--- config.mk ---
export PLATFORM = sky130hd
export DESIGN_NAME = pkt_framer
export DESIGN_NICKNAME = d
export VERILOG_FILES = /design/src/rtl/pkt_framer.sv
export SDC_FILE = /design/constraint.sdc
export NUM_CORES = 1
export LEC_CHECK = 0
export ABC_AREA = 1
export BUFFER_PORTS_ARGS = -buffer_cell sky130_fd_sc_hd__buf_2
export CORE_ASPECT_RATIO = 1.25
export CORE_MARGIN = 2
export CORE_UTILIZATION = 47
export DETAILED_ROUTE_END_ITERATION = 6
export GPL_ROUTABILITY_DRIVEN = 0
export PLACE_DENSITY = 0.78
export SLEW_MARGIN = 20
export SYNTH_ARGS = -nofsm -noshare
export SYNTH_HDL_FRONTEND = slang
export SYNTH_SLANG_ARGS = --single-unit
--- constraint.sdc ---
create_clock -name clk -period 2 [get_ports clk]
set_input_delay 0.2 -clock clk [delete_from_list [all_inputs] [get_ports clk]]
set_output_delay 0.2 -clock clk [all_outputs]
set_load 0.02 [all_outputs]
--- src/rtl/pkt_framer.sv ---
// Transmit packetizer: one length descriptor in, ceil(len/SYMBOL_PER_BEATS) framed beats out.
// Optional PKT_FRAMER_STATS_EN adds packet and dropped-zero-length counters.
module pkt_framer #(
  parameter int SYMBOL_PER_BEATS = 8,
  parameter int BITS_PER_SYMBOL  = 8,
  parameter int LEN_WIDTH        = 16,
  localparam int DW = BITS_PER_SYMBOL * SYMBOL_PER_BEATS,
  localparam int EW = (SYMBOL_PER_BEATS > 1) ? $clog2(SYMBOL_PER_BEATS) : 1
) (
  input  logic                 clk,
  input  logic                 rst,
  input  logic                 desc_valid,
  output logic                 desc_ready,
  input  logic [LEN_WIDTH-1:0] desc_len,
  input  logic                 in_valid,
  output logic                 in_ready,
  input  logic [DW-1:0]        in_data,
  output logic                 out_valid,
  input  logic                 out_ready,
  output logic [DW-1:0]        out_data,
  output logic                 out_sop,
  output logic                 out_eop,
  output logic [EW-1:0]        out_empty,
  output logic [31:0]          stat_pkt_cnt,
  output logic [31:0]          stat_zero_cnt
);

  localparam int LOG2_SPB = $clog2(SYMBOL_PER_BEATS);
  localparam logic [LEN_WIDTH-1:0] SYM_COUNT = LEN_WIDTH'(SYMBOL_PER_BEATS);
  localparam logic [LEN_WIDTH-1:0] SYM_MASK  = LEN_WIDTH'(SYMBOL_PER_BEATS - 1);

  localparam logic [0:0] S_IDLE = 1'b0;
  localparam logic [0:0] S_SEND = 1'b1;

  // Shift-plus-carry ceil so the all-ones length cannot overflow.
  function automatic logic [LEN_WIDTH-1:0] f_ceil_beats(input logic [LEN_WIDTH-1:0] len);
    logic [LEN_WIDTH-1:0] rem;
    rem = len & SYM_MASK;
    return (len >> LOG2_SPB) + LEN_WIDTH'(rem != '0);
  endfunction

  function automatic logic [EW-1:0] f_last_empty(input logic [LEN_WIDTH-1:0] len);
    logic [LEN_WIDTH-1:0] pad;
    pad = (SYM_COUNT - (len & SYM_MASK)) & SYM_MASK;
    return EW'(pad);
  endfunction

  logic [0:0]           r_state;
  logic [LEN_WIDTH-1:0] r_beats_left;
  logic [EW-1:0]        r_last_empty;
  logic                 r_first;
  logic                 r_vld_p1;
  logic [DW-1:0]        r_data_p1;
  logic                 r_sop_p1;
  logic                 r_eop_p1;
  logic [EW-1:0]        r_empty_p1;

  logic w_desc_fire;
  logic w_in_fire;
  logic w_out_fire;
  logic w_last_beat;

  assign desc_ready  = (r_state == S_IDLE) && !rst;
  assign in_ready    = (r_state == S_SEND) && (!r_vld_p1 || out_ready) && !rst;
  assign w_desc_fire = desc_valid && desc_ready;
  assign w_in_fire   = in_valid && in_ready;
  assign w_out_fire  = r_vld_p1 && out_ready;
  assign w_last_beat = (r_beats_left == LEN_WIDTH'(1));

  always_ff @(posedge clk) begin
    if (rst) begin
      r_state      <= S_IDLE;
      r_beats_left <= '0;
      r_last_empty <= '0;
      r_first      <= 1'b0;
      r_vld_p1     <= 1'b0;
      r_data_p1    <= '0;
      r_sop_p1     <= 1'b0;
      r_eop_p1     <= 1'b0;
      r_empty_p1   <= '0;
    end else begin
      case (r_state)
        S_IDLE: begin
          if (w_desc_fire && (desc_len != '0)) begin
            r_beats_left <= f_ceil_beats(desc_len);
            r_last_empty <= f_last_empty(desc_len);
            r_first      <= 1'b1;
            r_state      <= S_SEND;
          end
        end
        S_SEND: begin
          if (w_in_fire) begin
            r_first      <= 1'b0;
            r_beats_left <= r_beats_left - LEN_WIDTH'(1);
            if (w_last_beat) r_state <= S_IDLE;
          end
        end
        default: r_state <= S_IDLE;
      endcase

      // Output stage (p1): reloads in the same cycle the held beat drains.
      if (w_in_fire) begin
        r_vld_p1   <= 1'b1;
        r_data_p1  <= in_data;
        r_sop_p1   <= r_first;
        r_eop_p1   <= w_last_beat;
        r_empty_p1 <= w_last_beat ? r_last_empty : '0;
      end else if (w_out_fire) begin
        r_vld_p1 <= 1'b0;
      end
    end
  end

  assign out_valid = r_vld_p1;
  assign out_data  = r_data_p1;
  assign out_sop   = r_sop_p1;
  assign out_eop   = r_eop_p1;
  assign out_empty = r_empty_p1;

`ifdef PKT_FRAMER_STATS_EN
  logic [31:0] r_stat_pkt_cnt;
  logic [31:0] r_stat_zero_cnt;

  always_ff @(posedge clk) begin
    if (rst) begin
      r_stat_pkt_cnt  <= '0;
      r_stat_zero_cnt <= '0;
    end else begin
      if (w_out_fire && r_eop_p1) r_stat_pkt_cnt <= r_stat_pkt_cnt + 32'd1;
      if (w_desc_fire && (desc_len == '0)) r_stat_zero_cnt <= r_stat_zero_cnt + 32'd1;
    end
  end

  assign stat_pkt_cnt  = r_stat_pkt_cnt;
  assign stat_zero_cnt = r_stat_zero_cnt;
`else
  assign stat_pkt_cnt  = 32'd0;
  assign stat_zero_cnt = 32'd0;
`endif

endmodule

* Yosys cells after proc, flatten, opt, wreduce, memory -nomap -nowiden
Cells that the tools add are included.
** Operators by class
- Mux-type cells :: 13
- Add/subtract/negate cells :: 3
- Order comparisons :: 0
- Reductions and logical operators :: 15
- Equal/unequal tests :: 3
- Divide/modulo/power cells :: 0
- Bitwise operators :: 1
- Multipliers :: 0
- Shift operators :: 0
** Operators with widths (count)
- two-way mux 16 bit :: 2
- one-hot mux 16 bit (2 select lines) :: 1
- nonzero test 16 bit :: 2
- == test 16 x 1 -> 1 bit (second input constant) :: 1
- subtractor 16 x 1 -> 16 bit (second input constant) :: 1
- adder 13 x 1 -> 14 bit :: 1
- logical AND 1 bit :: 7
- two-way mux 1 bit :: 7
- inequality test 2 x 1 -> 1 bit (second input constant) :: 2
- one-hot mux 1 bit (2 select lines) :: 2
- AND reduction 2 bit :: 2
- two-way mux 3 bit :: 1
- subtractor 1 x 3 -> 3 bit (first input constant) :: 1
- zero test 1 bit :: 2
- nonzero test 2 bit :: 1
- logical OR 1 bit :: 1
- NOT 1 bit :: 1
** Storage, ports and cells
- Register bits :: 91
- Memories kept :: 0
- ROM bits :: 0
- RAM bits :: 0
- Latch bits :: 0
- Word-level logic and storage cells :: 44

* Depth between registers and ports, before layout
- Depth in word-level cells :: 7
- Depth in mapped cells :: 16
- Depth with buffers taken out :: 16

* Worst setup path after synthesis
Ideal clock, no wire load.
- Kind :: input port to flip-flop
- Start point :: input desc_len[0]
- End point :: register r_beats_left[12]
- Path slack :: 0.306 ns
- Data arrival time :: 1.585 ns
- Required time :: 1.891 ns
- Stages on the path :: 15
- Library setup time :: 0.109 ns
- Cell sequence :: inv_1 ha_1 ha_1 inv_1 ha_1 ha_1 nand3_1 inv_1 nand2_1 inv_1 nand3_1 nand3_1 nand3_1 nand2_1 inv_1
** On the way
- Word-level cells in the longest chain between the ends :: 4
** Ends and longest elaborated chain
- start: declaration :: line 14 : input logic [LEN_WIDTH-1:0] desc_len,
- nonzero test 16 bit (on tied branches) :: line 39, 84
- adder 13 x 1 -> 14 bit or logical AND 1 bit (tied branches) :: line 39, 84
- two-way mux 16 bit or inequality test 2 x 1 -> 1 bit (tied branches)
- one-hot mux 16 bit (2 select lines) or AND reduction 2 bit (tied branches)
- end signal: assignment :: line 85 : r_beats_left <= f_ceil_beats(desc_len);
- end signal: assignment :: line 94 : r_beats_left <= r_beats_left - LEN_WIDTH'(1);
- end: declaration :: line 49 : logic [LEN_WIDTH-1:0] r_beats_left;
Parallel ways exist; a longest one is shown, timed or not. The select of a mux whose other input is x is not followed.
A chain may end at the register's enable or synchronous reset.

* Worst setup path in the final report
- Start point :: register r_vld_p1 (netlist: out_valid)
- End point :: register r_first
** On the way
- Word-level cells in the longest chain between the ends :: 7
** Ends and longest elaborated chain
- start: declaration :: line 52 : logic r_vld_p1;
- start signal: assignment :: line 76 : r_vld_p1 <= 1'b0;
- start signal: assignment :: line 103 : r_vld_p1 <= 1'b1;
- start signal: assignment :: line 109 : r_vld_p1 <= 1'b0;
- zero test 1 bit :: line 64 : assign in_ready = (r_state == S_SEND) && (!r_vld_p1 || out_ready) && !rst;
- logical OR 1 bit :: line 64
- logical AND 1 bit (2 in series) :: line 64
- logical AND 1 bit :: line 66 : assign w_in_fire = in_valid && in_ready;
- inequality test 2 x 1 -> 1 bit (no line)
- AND reduction 2 bit (no line)
- end signal: assignment :: line 75 : r_first <= 1'b0;
- end signal: assignment :: line 87 : r_first <= 1'b1;
- end signal: assignment :: line 93 : r_first <= 1'b0;
- end: declaration :: line 51 : logic r_first;
No other way between the ends.

==> flow_summary.toml <==
[global_routing]
gr-total-overflow = 0
grt_usage = 0.214
grt_pass1_wl_um = 18700
grt_antenna_before_repair = 0
largest_net_degree_at_the_start_of_global_routing = 70
vias_in_the_first_global_route = 4131

[pwr]
power.total_uw = 4430
cellPowerDensity_mw_per_mm2 = 784
cellLeakagePower_uw = 0.00272
vdd_ir_drop_max_mv = 0.657

[routing]
detailed_route_wl_um = 11400
drt-pass1-iter-count = 5
top_layer_used = "met4"
final_antenna_net_count = 0
wl_per_cell_um = 12.1
routed-wl-met3_um = 1150
met1_length_um = 4400
routed-wl-met2_um = 5560
detailroute.via_count = 4448
drt_drc_violations_left = 0
via_per_inst = 4.72
drt_first_iter_violations = 157

[yosys]
synth_sequential_area_ratio = 0.380
synthDominantAreaCellType = "dfxtp_1"
syn-cell-area_mm2 = 0.00479
synth_enable_flop_cells = 0
ys.flop_type = "dfxtp_1"
yosysWarningCount = 0
async_reset_ff_frac = 0
post_synth.cell_area_avg_um2 = 7.27
synth_top_cell_area_share = 0.380
synth.distinct_cells = 30
synth_area_leaders = "dfxtp_1, nand2_1, buf_4"
synth.most_common_cell = "nand2_1"
postSynthRegisterBits = 91
synth.cells.most_frequent = "nand2_1, dfxtp_1, nor2_1"
postSynthCellCount = 659

[cts]
cts_resized = 0
tritoncts.num_buffers = 9
cts_sinks = 91
clock_tree_from_tritoncts = "built"
root_buffer = "clkbuf_16"
clock_tree.htree_level_count = 3
post_cts_buffers = 0
clkTransAtPathRegs_ps = 70
holdBufCountCts = 0
clk-insertion-delay-late_ps = 340
max-clock-path-buffers = 2

[finish]
post-route-util = 0.566
final_net_count = 900
post_route_cells_drive_above_1_share = 0.307
diodes = 0
areaGrowthSynthToFinish_pct = 18.1

[floorplan]
die_width_um = 94.3
start_util = 0.479
die_height_um = 117
pin_count = 221
design.core.area_mm2 = 0.0100
die_area_mm2 = 0.0110
placement_rows = 41

[job]
max_cap_violations = 0

[sta]
fmaxAchievable_mhz = 565
unrepaired_setup_endpoints_after_global_routing = "false"
period_minus_slack_ps = 1770
worst_pin_slew_ps = 893
timing.final.crit_share = 0.885
worst_slew_margin_rel = 0.405
hold_viol_final = 0
fin_tns_setup_ps = 0
final_max_slew_viol_count = 0
setup_violations = 0
finalClockSkew_ps = 6.23

[run_status]
status = "completed"

[worst_setup_path]
worst_setup_path_end_kind = "flop"
path_class = "flop to flop"
crit_path_max_incr_delay_ps = 370
critical_path.max_fanout = 12
cp_data_required_time_ps = 2280
crit_path_start_kind = "flop"
worst-endpoint-arrival_ps = 2050
crit_chain = "inv_1 -> nor2_1 -> nor3_4 -> nand2_2 -> buf_4 -> nand2_1 -> inv_1 -> nand2_1 -> nand2_1 -> nand2_1 -> inv_1"
critical_path.slowest_cell = "inv_1"
crit_path_frequent_cell = "nand2_1"

[place]
place.detailed.hpwl_um = 8420
port_buffers = 156

[hold_path]
min_path_type = "primary input to flop"
-- per-layer routing --
| layer | global-route usage | vias up |
|---|---|---|
| met5 | 0 | - |
| met4 | 0.0947 | 0 |
| met3 | 0.0698 | 20 |
| met2 | 0.377 | 196 |
| met1 | 0.235 | 1987 |
| li1 | - | 2245 |
-- cell usage in the layout (no fill, tap or decap), types with 22 or more instances in the layout --
master	count
inv_1	34
nand3_1	28
nor2_1	68
a21oi_2	30
dfxtp_1	91
nand2_1	184
conb_1	64
o21ai_0	22
a21oi_1	48
nand2_2	31
buf_2	155
-- flip-flops by register name, indices dropped and copies added (netlist names) --
signal and flops:
out_data 64, r_first 1, out_eop 1, out_empty 3, r_beats_left 16, out_valid 1
out_sop 1, r_state 1, r_last_empty 3
-- cell type report --
type / count / area [µm²]
Inverter: 36 / 139
Fill cell: 993 / 4350
Timing Repair Buffer: 170 / 888
Multi-Input combinational cell: 501 / 2370
Sequential cell: 91 / 1820
Tap cell: 129 / 161
Clock buffer: 11 / 243
Clock inverter: 5 / 35.0
-- power by group --
group	leakage, µW	switching, µW	internal [µW]
logic	0.00185	594	286
registers	0.000740	61.7	1890
clock network	0.000136	718	882
total	0.00272	1370	3060
-- kinds of logic after synthesis --
family                   share of synthesized area
XOR/XNOR                                    0.0183
other                                     0.000783
AND/OR/NAND/NOR                              0.280
flip-flops                                   0.380
adder cells (fa/ha/maj)                     0.0157
AO/OA/AOI/OAI                                0.131
buffers and inverters                        0.174
-- worst paths after layout --
path,start,end,slack (ps),depth (start not counted)
worst max-delay path,out_valid,r_first,230,11
worst min register to register,out_data[60],out_data[60],460,2
worst min-delay path,in_data[31],out_data[31],100,3
worst max register to register,out_valid,r_first,230,11
-- stage by stage --
stage | area [µm²] | std cells | hold slack [ps] | worst slack [ps]
floorplan | 5030 | 722 | 336 | 306
global placement | 5380 | 927 | 449 | 105
detailed placement | 5380 | 927 | 452 | 50.4
CTS | 5660 | 943 | 86.0 | 255
global route | 5660 | 943 | 95.8 | 60.5
finish | 5660 | 943 | 99.9 | 231
-- critical path, delay by kind of cell (launching register included) --
family	cells	cell delay [ps]
and+or+nand+nor	7	720
buffers and inverters	4	670
DFF	1	320
No activity file was read; power rests on OpenSTA's default activity.
